`src/rtl/mlops_pkg.sv`:
```
// rtl/mlops_pkg.sv - shared FSM state type and fixed-point width helpers
package mlops_pkg;

  typedef enum logic [1:0] {
    ST_IDLE  = 2'd0,
    ST_ACCUM = 2'd1,
    ST_DRAIN = 2'd2,
    ST_HOLD  = 2'd3
  } state_e;

  // Exact signed product of two IW.QW operands: 2*IW integer, 2*QW fractional bits
  function automatic int prod_w(input int iw, input int qw);
    return 2 * (iw + qw);
  endfunction

  // Headroom for max_len products plus the bias without overflow
  function automatic int acc_w(input int iw, input int qw, input int max_len);
    return 2 * (iw + qw) + $clog2(max_len) + 1;
  endfunction

endpackage

```
`src/rtl/sfp_sat_resize.sv`:
```
// rtl/sfp_sat_resize.sv - signed fixed-point rescale (floor or zero-fill) with saturation
module sfp_sat_resize #(
  parameter int IN_IW  = 8,
  parameter int IN_QW  = 8,
  parameter int OUT_IW = 8,
  parameter int OUT_QW = 4
) (
  input  logic [IN_IW+IN_QW-1:0]   in_val,
  output logic [OUT_IW+OUT_QW-1:0] out_val,
  output logic                     sat
);

  localparam int IN_W  = IN_IW + IN_QW;
  localparam int OUT_W = OUT_IW + OUT_QW;
  localparam int DR    = (IN_QW > OUT_QW) ? IN_QW - OUT_QW : 0;
  localparam int SH    = (OUT_QW > IN_QW) ? OUT_QW - IN_QW : 0;
  localparam int EW    = IN_W + SH + OUT_W;

  localparam logic signed [EW-1:0] MAXV = (EW'(1) << (OUT_W - 1)) - EW'(1);
  localparam logic signed [EW-1:0] MINV = ~MAXV;

  logic signed [EW-1:0] ext;
  logic signed [EW-1:0] scaled;

  // Widened first so the left shift and the range compare can never wrap
  assign ext    = {{(EW-IN_W){in_val[IN_W-1]}}, in_val};
  assign scaled = (ext >>> DR) <<< SH;

  always_comb begin
    out_val = scaled[OUT_W-1:0];
    sat     = 1'b0;
    if (scaled > MAXV) begin
      out_val = MAXV[OUT_W-1:0];
      sat     = 1'b1;
    end else if (scaled < MINV) begin
      out_val = MINV[OUT_W-1:0];
      sat     = 1'b1;
    end
  end

endmodule

```
`src/rtl/vec_dot_accum.sv`:
```
// rtl/vec_dot_accum.sv - streaming y = b + sum(m*x) with two-stage pipeline and held result
module vec_dot_accum
  import mlops_pkg::*;
#(
  parameter int IW      = 4,
  parameter int QW      = 4,
  parameter int MAX_LEN = 64,
  parameter int OUT_IW  = 8,
  parameter int OUT_QW  = 4
) (
  input  logic                     clk_in,
  input  logic                     rst_in,
  input  logic                     in_valid,
  output logic                     in_ready,
  input  logic [IW+QW-1:0]         m_in,
  input  logic [IW+QW-1:0]         x_in,
  input  logic [IW+QW-1:0]         b_in,
  input  logic                     in_last,
  output logic                     out_valid,
  input  logic                     out_ready,
  output logic [OUT_IW+OUT_QW-1:0] y_out,
  output logic                     y_sat
);

  localparam int W  = IW + QW;
  localparam int PW = prod_w(IW, QW);
  localparam int AW = acc_w(IW, QW, MAX_LEN);
  localparam int OW = OUT_IW + OUT_QW;
  localparam int CW = $clog2(MAX_LEN) + 1;

  state_e          state;
  logic [CW-1:0]   beat_cnt;
  logic            accept;
  logic            beat_last;
  logic [PW-1:0]   prod_c;
  logic [AW-1:0]   bias_c;

  logic            s1_valid, s1_first, s1_last;
  logic [PW-1:0]   s1_prod;
  logic [AW-1:0]   s1_bias;
  logic [AW-1:0]   acc;
  logic            acc_done;
  logic [OW-1:0]   rs_y;
  logic            rs_sat;

  assign in_ready  = rst_in && (state == ST_IDLE || state == ST_ACCUM);
  assign out_valid = (state == ST_HOLD);
  assign accept    = in_valid && in_ready;
  // Beat MAX_LEN closes the vector even without in_last
  assign beat_last = in_last || (beat_cnt == CW'(MAX_LEN - 1));

  // Low 2W bits of the sign-extended product equal the exact signed product
  assign prod_c = {{W{m_in[W-1]}}, m_in} * {{W{x_in[W-1]}}, x_in};
  assign bias_c = {{(AW-W){b_in[W-1]}}, b_in} << QW;

  always_ff @(posedge clk_in or negedge rst_in) begin
    if (!rst_in) begin
      s1_valid <= 1'b0;
      s1_first <= 1'b0;
      s1_last  <= 1'b0;
      s1_prod  <= '0;
      s1_bias  <= '0;
    end else begin
      s1_valid <= accept;
      s1_first <= accept && (state == ST_IDLE);
      s1_last  <= accept && beat_last;
      if (accept) s1_prod <= prod_c;
      if (accept && state == ST_IDLE) s1_bias <= bias_c;
    end
  end

  always_ff @(posedge clk_in or negedge rst_in) begin
    if (!rst_in) begin
      acc      <= '0;
      acc_done <= 1'b0;
    end else begin
      if (s1_valid) acc <= (s1_first ? s1_bias : acc) + {{(AW-PW){s1_prod[PW-1]}}, s1_prod};
      acc_done <= s1_valid && s1_last;
    end
  end

  sfp_sat_resize #(
    .IN_IW  (AW - 2*QW),
    .IN_QW  (2*QW),
    .OUT_IW (OUT_IW),
    .OUT_QW (OUT_QW)
  ) u_resize (
    .in_val  (acc),
    .out_val (rs_y),
    .sat     (rs_sat)
  );

  always_ff @(posedge clk_in or negedge rst_in) begin
    if (!rst_in) begin
      state    <= ST_IDLE;
      beat_cnt <= '0;
      y_out    <= '0;
      y_sat    <= 1'b0;
    end else begin
      case (state)
        ST_IDLE: if (accept) begin
          beat_cnt <= CW'(1);
          state    <= beat_last ? ST_DRAIN : ST_ACCUM;
        end
        ST_ACCUM: if (accept) begin
          beat_cnt <= beat_cnt + CW'(1);
          if (beat_last) state <= ST_DRAIN;
        end
        ST_DRAIN: if (acc_done) begin
          y_out <= rs_y;
          y_sat <= rs_sat;
          state <= ST_HOLD;
        end
        ST_HOLD: if (out_ready) begin
          beat_cnt <= '0;
          state    <= ST_IDLE;
        end
        default: state <= ST_IDLE;
      endcase
    end
  end

endmodule

```
`config.mk`:
```
export PLATFORM = sky130hd
export DESIGN_NAME = vec_dot_accum
export DESIGN_NICKNAME = d
export VERILOG_FILES = /design/src/rtl/mlops_pkg.sv /design/src/rtl/sfp_sat_resize.sv /design/src/rtl/vec_dot_accum.sv
export SDC_FILE = /design/constraint.sdc
export NUM_CORES = 1
export LEC_CHECK = 0
export CAP_MARGIN = 20
export CORE_ASPECT_RATIO = 0.7
export CORE_UTILIZATION = 33
export DETAILED_ROUTE_END_ITERATION = 12
export HOLD_SLACK_MARGIN = 0.1
export SLEW_MARGIN = 20
export SYNTH_ARGS = -nofsm -noshare
export SYNTH_HDL_FRONTEND = slang
export SYNTH_SLANG_ARGS = --single-unit
```
`constraint.sdc`:
```
create_clock -name clk_in -period 3.4 [get_ports clk_in]
set_input_delay 0.68 -clock clk_in [delete_from_list [all_inputs] [get_ports clk_in]]
set_output_delay 0.68 -clock clk_in [all_outputs]
set_load 0.01 [all_outputs]
```
# Word-level counts from Yosys, hierarchy flattened
# Index checks and enable logic that the tools add are counted.
[word_totals] ff_bits=73 inputBits=29 out_inout_bits=15 elab_cells=53
[classes] n_addsub=2 n_mul=1 magnitude_cmp=2 eq_ne=9 mux=16 n_reduce_logical=12
[op_table] operator="2-to-1 mux 12 bit" n=2
[op_table] operator="adder 23 bit" n=1
[op_table] operator="2-to-1 mux 23 bit" n=1
[op_table] operator="2-to-1 mux 7 bit" n=3
[op_table] operator="case mux 7 bit (3 select lines)" n=1
[op_table] operator="> comparator 19 x 12 -> 1 bit, second input constant" n=1
[op_table] operator="less-than comparator 19 x 12 -> 1 bit, second input constant" n=1
[op_table] operator="multiplier 8 x 8 -> 16 bit" n=1
[op_table] operator="2-to-1 mux 2 bit" n=6
[op_table] operator="!= test 2 bit, second input constant" n=4
[op_table] operator="case mux 2 bit (4 select lines)" n=1
[op_table] operator="adder 7 x 1 -> 7 bit, second input constant" n=1
[op_table] operator="== test 7 x 6 -> 1 bit, second input constant" n=1
[op_table] operator="logical AND 1 bit" n=5
[op_table] operator="AND reduction 5 bit" n=1
[op_table] operator="== test 2 bit, second input constant" n=2
[op_table] operator="AND reduction 4 bit" n=1
[op_table] operator="nonzero test 3 bit" n=1
[op_table] operator="== test 2 x 1 -> 1 bit, second input constant" n=1
[op_table] operator="zero test 2 bit" n=1
[op_table] operator="logical OR 1 bit" n=2
[op_table] operator="2-to-1 mux 1 bit" n=2
[op_table] operator="!= test 2 x 1 -> 1 bit, second input constant" n=1
[op_table] operator="AND reduction 2 bit" n=1

# Logic depth before layout (Yosys ltp)
[depth] word_depth=6 ltp_mapped=18

# Hierarchy
# From an unflattened synthesis, not the netlist that was laid out.
[hier_totals] cells_unflattened=735 hier_area_um2=6931.6
[by_module_without_submodules] module="vec_dot_accum" instances=1 cells_each=701 area_per_inst_um2=6665.1 seq_area_each_um2=1826.8
[by_module_without_submodules] module="sfp_sat_resize" instances=1 cells_each=34 area_per_inst_um2=266.5 seq_area_each_um2=0.0

# Worst setup path after synthesis
# No wires, ideal clock.
[synth_timing] kind="input to register" from="input x_in[3]" to="register s1_prod[15]" setup_time_ps=82 arrival_ps=4550 required_time_ps=3318 setup_slack_ps=-1231 path_stages=17 path_cell_list="and2_1 -> fa_1 -> inv_1 -> fa_1 -> inv_1 -> fa_1 -> inv_1 -> fa_1 -> inv_1 -> ha_1 -> or2_2 -> nor2_1 -> nor2_1 -> o21ai_0 -> a31oi_1 -> or3_1 -> a31oi_1"
[synth_via] elab_chain_cells=1
[synth_rtl] item="from (decl)" line_no="vec_dot_accum.sv:16" text="input logic [IW+QW-1:0] x_in,"
[synth_rtl] item="multiplier 8 x 8 -> 16 bit" line_no="vec_dot_accum.sv:53" text="assign prod_c = {{W{m_in[W-1]}}, m_in} * {{W{x_in[W-1]}}, x_in};"
[synth_rtl] item="to (signal assigned)" line_no="vec_dot_accum.sv:67" text="if (accept) s1_prod <= prod_c;"
[synth_rtl] item="to (decl)" line_no="vec_dot_accum.sv:39" text="logic [PW-1:0] s1_prod;"
# No other way between the ends.
# A chain may end at the register's enable or synchronous reset.

# Worst setup path after layout
[layout_timing] from="input m_in[1]" to="register s1_prod[14]"
[layout_via] elab_chain_cells=1
[layout_rtl] item="from (decl)" line_no="vec_dot_accum.sv:15" text="input logic [IW+QW-1:0] m_in,"
[layout_rtl] item="multiplier 8 x 8 -> 16 bit" line_no="vec_dot_accum.sv:53"
# No other way between the ends.

==> summary.txt <==
======================================================================================
Wirelength per Cell                                                            13.4 µm
Required time of the critical path                                             3.67 ns
Dpl cells                                                                         1092
Worst-skew pair later-pin latency                                              0.34 ns
Top cell type's share of synthesized area                                        26.9%
DRC Markers                                                                          0
Library cell appearing most often on the critical path                            fa_1
CP startpoint kind                                                        primary input
DRT iter0 DRCs                                                                     247
Initial standard-cell utilization of the core                                    34.0%
Tmin final                                                                     4.16 ns
First-pass GRT wire length                                                     26.3 mm
Number of vias in the routed layout                                               5434
Count of port buffers added during placement                                        43
Setup slack of the critical path after layout                                -0.758 ns
Maximum net fanout on the critical path                                              7
Share of post-route cells with drive strength above 1                            27.7%
Yosys Warn Count                                                                     0
Largest voltage drop on the vdd net                                         0.000388 V
Total number of clock tree sinks                                                    73
Sequential-to-total area share from yosys stat                                   26.9%
Overall die height                                                              122 µm
Power Density                                                               932 nW/µm²
Cell family contributing the most delay on the critical path               adder cells
CTS H-tree depth                                                                     3
Leading register cell type out of synthesis                                    dfrtp_1
Boundary pin count                                                                  44
Buffers & Inverters on Critical Path                                                 2
Worst Setup Path Type                                                     primary input to flop
Flops & latches, synth                                                              73
Setup Skew                                                                  0.00940 ns
Core area                                                                    20000 µm²
Root buffer cell                                                             clkbuf_16
Post-Synthesis Cell Area                                                      6780 µm²
Die extent in x                                                                 173 µm
Cells on worst reg2reg path                                                         11
Count of distinct cell types in the synthesized netlist                             65
Number of diodes added for antenna fixing                                            0
FILL cells                                                                        1945
Commonest cells post-synth                                                inv_1 (104), nand2_1 (84), dfrtp_1 (73)
Average vias per placed instance                                                  4.82
Worst setup path endpoint                                                  s1_prod[14]
CP startpoint                                                                  m_in[1]
Slew HR                                                                          32.3%
Antenna violation net count after detailed routing                                   0
Pin count of the biggest net entering global routing                                74
Hold violation total from the final report                                           0
Synthesized instance count                                                         741
Number of buffers inserted during clock tree synthesis                               9
GRT Total Usage                                                                  15.3%
Share of flip-flops with an asynchronous set or reset after synthesis             100%
Post-synthesis average cell area                                              9.15 µm²
Count of hold-fix buffers inserted at cts                                            0
Hold Crit Class                                                           flop to flop
TritonCTS clock tree                                                             built
Largest stage delay on the critical path                                       0.53 ns
Total Routed Length                                                            15.1 mm
Startpoint of the worst register-to-register path                             s1_first
Setup slack of the worst register-to-register path                             0.20 ns
Top-count cell post-synth                                                        inv_1
Max-cap violations                                                                   0
Largest area contributor in the synthesized netlist                            dfrtp_1
Syn Nets                                                                           882
Total of endpoints with negative setup slack in the final report                     9
CP Capture Type                                                                   flop
Worst flop-to-flop path endpoint                                               acc[20]
Full die area                                                                21100 µm²
Biggest area contributors in the synthesized netlist                      dfrtp_1 (27%), fa_1 (17%), ha_1 (10%)
Detailed placement HPWL                                                        11.6 mm
Row Count                                                                           43
Number of global-route vias before repair                                         5447
Non-filler cells, final                                                           1128
Number of cells on the critical path                                                15
Post-synth EDFFs                                                                     0
Arrival @ worst endpoint                                                       4.42 ns
Hold Worst Slack                                                              0.456 ns
CP Cell Sequence                                                          buf_4 > nand2_1 > fa_2 > fa_1 > fa_1 > fa_1 > inv_2 > ha_4 > a21o_1 > a21oi_4 > o21ai_4 > a21oi_4 > o211ai_1 > or4b_1 > nand3_1
Outcome                                                                   finished, violations left
GR Overflow Total                                                                    0
Critical path's slowest cell                                                      fa_1
Number of antenna violations at the first check in global routing                    0
Total Nets Final                                                                   994
Weighted congestion reported at the end of routability-driven placement          0.804
Final worst-path cycle share                                                      122%
Number of pins with negative max-slew slack in the final report                      0
Worst Max-Slew Pin Slew                                                        1.00 ns
Number of detailed-route iterations in the first pass                                4
Violations in the final reports                                           setup timing
Post-synthesis to final-layout area growth                                       32.2%
Reg clk slew, reported paths                                                   0.06 ns
Top achievable clock speed                                                     241 MHz
Clock buffer depth                                                                   2
Leakage power total                                                            4.13 nW
Setup repair after global routing missed its margin                               true
Final sum of negative setup slack                                             -4.39 ns
======================================================================================
[cell usage in the layout, fill, tap and decap left out, drive strengths merged, types with 7 or more instances in the layout]
cell and count:
nand2b 7, fa 56, a21o 13, clkdlybuf4s50 26, ha 56, dfrtp 73, nand3 14, mux2 24
buf 93, nor3 7, and2 41, o21ai 69, inv 104, mux2i 7, nor2 32, nand2 84
xnor2 22, clkbuf 12, a21oi 21
[sequential cells by signal, indices dropped and copies added (netlist names)]
signal    cells
acc          23
acc_done      1
beat_cnt      7
s1_bias       8
s1_first      1
s1_last       1
s1_prod      16
s1_valid      1
state         2
y_out        12
y_sat         1
[repair_timing]
item	CTS	global route
setup buffers	17	6
resized for setup	127	69
pin swaps	73	54
setup endpoints to repair	11	9
[how the worst min path moves through the flow]
| stage | start | end | slack (ns) | cells after the start |
|---|---|---|---|---|
| finish | s1_last | acc_done | 0.46 | 1 |
| global route | s1_last | acc_done | 0.49 | 1 |
| CTS | s1_last | acc_done | 0.46 | 1 |
| detailed placement | s1_last | acc_done | 0.44 | 1 |
| global placement | s1_last | acc_done | 0.44 | 1 |
| floorplan | rst_in | acc[0] | 0.38 | 0 |
[where the power goes]
group,internal [W],switching [W]
combinational,0.00302,0.00296
clock,0.000491,0.000366
sequential,0.00125,0.000270
total,0.00476,0.00359
[cells by family (layout without fill, tap and decap cells)]
family,after synthesis,in the layout,synth area share [%]
AO/OA/AOI/OAI,156,156,14.8
XOR/XNOR,27,27,3.49
adder cells (fa/ha/maj),112,112,26.9
buffers and inverters,125,242,6.92
flip-flops,73,73,26.9
multiplexers,31,31,5.02
AND/OR/NAND/NOR,217,217,16.0
[stage by stage]
step	setup slack, ns	total power, W	cell area, µm²	util [%]
after floorplan	-0.915	0.00538	7010	-
after CTS	-0.812	0.00812	8700	43.6
after detailed placement	-1.68	0.00691	8140	40.8
after global routing	-0.911	0.00918	8960	44.9
final	-0.758	0.00835	8960	44.9
after global placement	-1.64	0.00686	8140	40.8
[routing by layer]
layer | vias to the layer above | GRT usage, % | part of all wire [%]
li1 | 2708 | - | -
met1 | 2658 | 22.7 | 52
met2 | 62 | 23.6 | 45
met3 | 6 | 2.40 | 2.8
met4 | 0 | 2.99 | 0.42
met5 | - | 0 | 0
[layout make-up]
type | count | area (µm²) | area share (%)
Clock inverter | 5 | 32.5 | 0.363
Timing Repair Buffer | 120 | 1140 | 12.8
Clock buffer | 11 | 233 | 2.60
Tap cell | 270 | 338 | 3.77
Sequential cell | 73 | 1830 | 20.4
Inverter | 106 | 418 | 4.66
Multi-Input combinational cell | 543 | 4970 | 55.5
No activity file was read; power rests on OpenSTA's default activity.
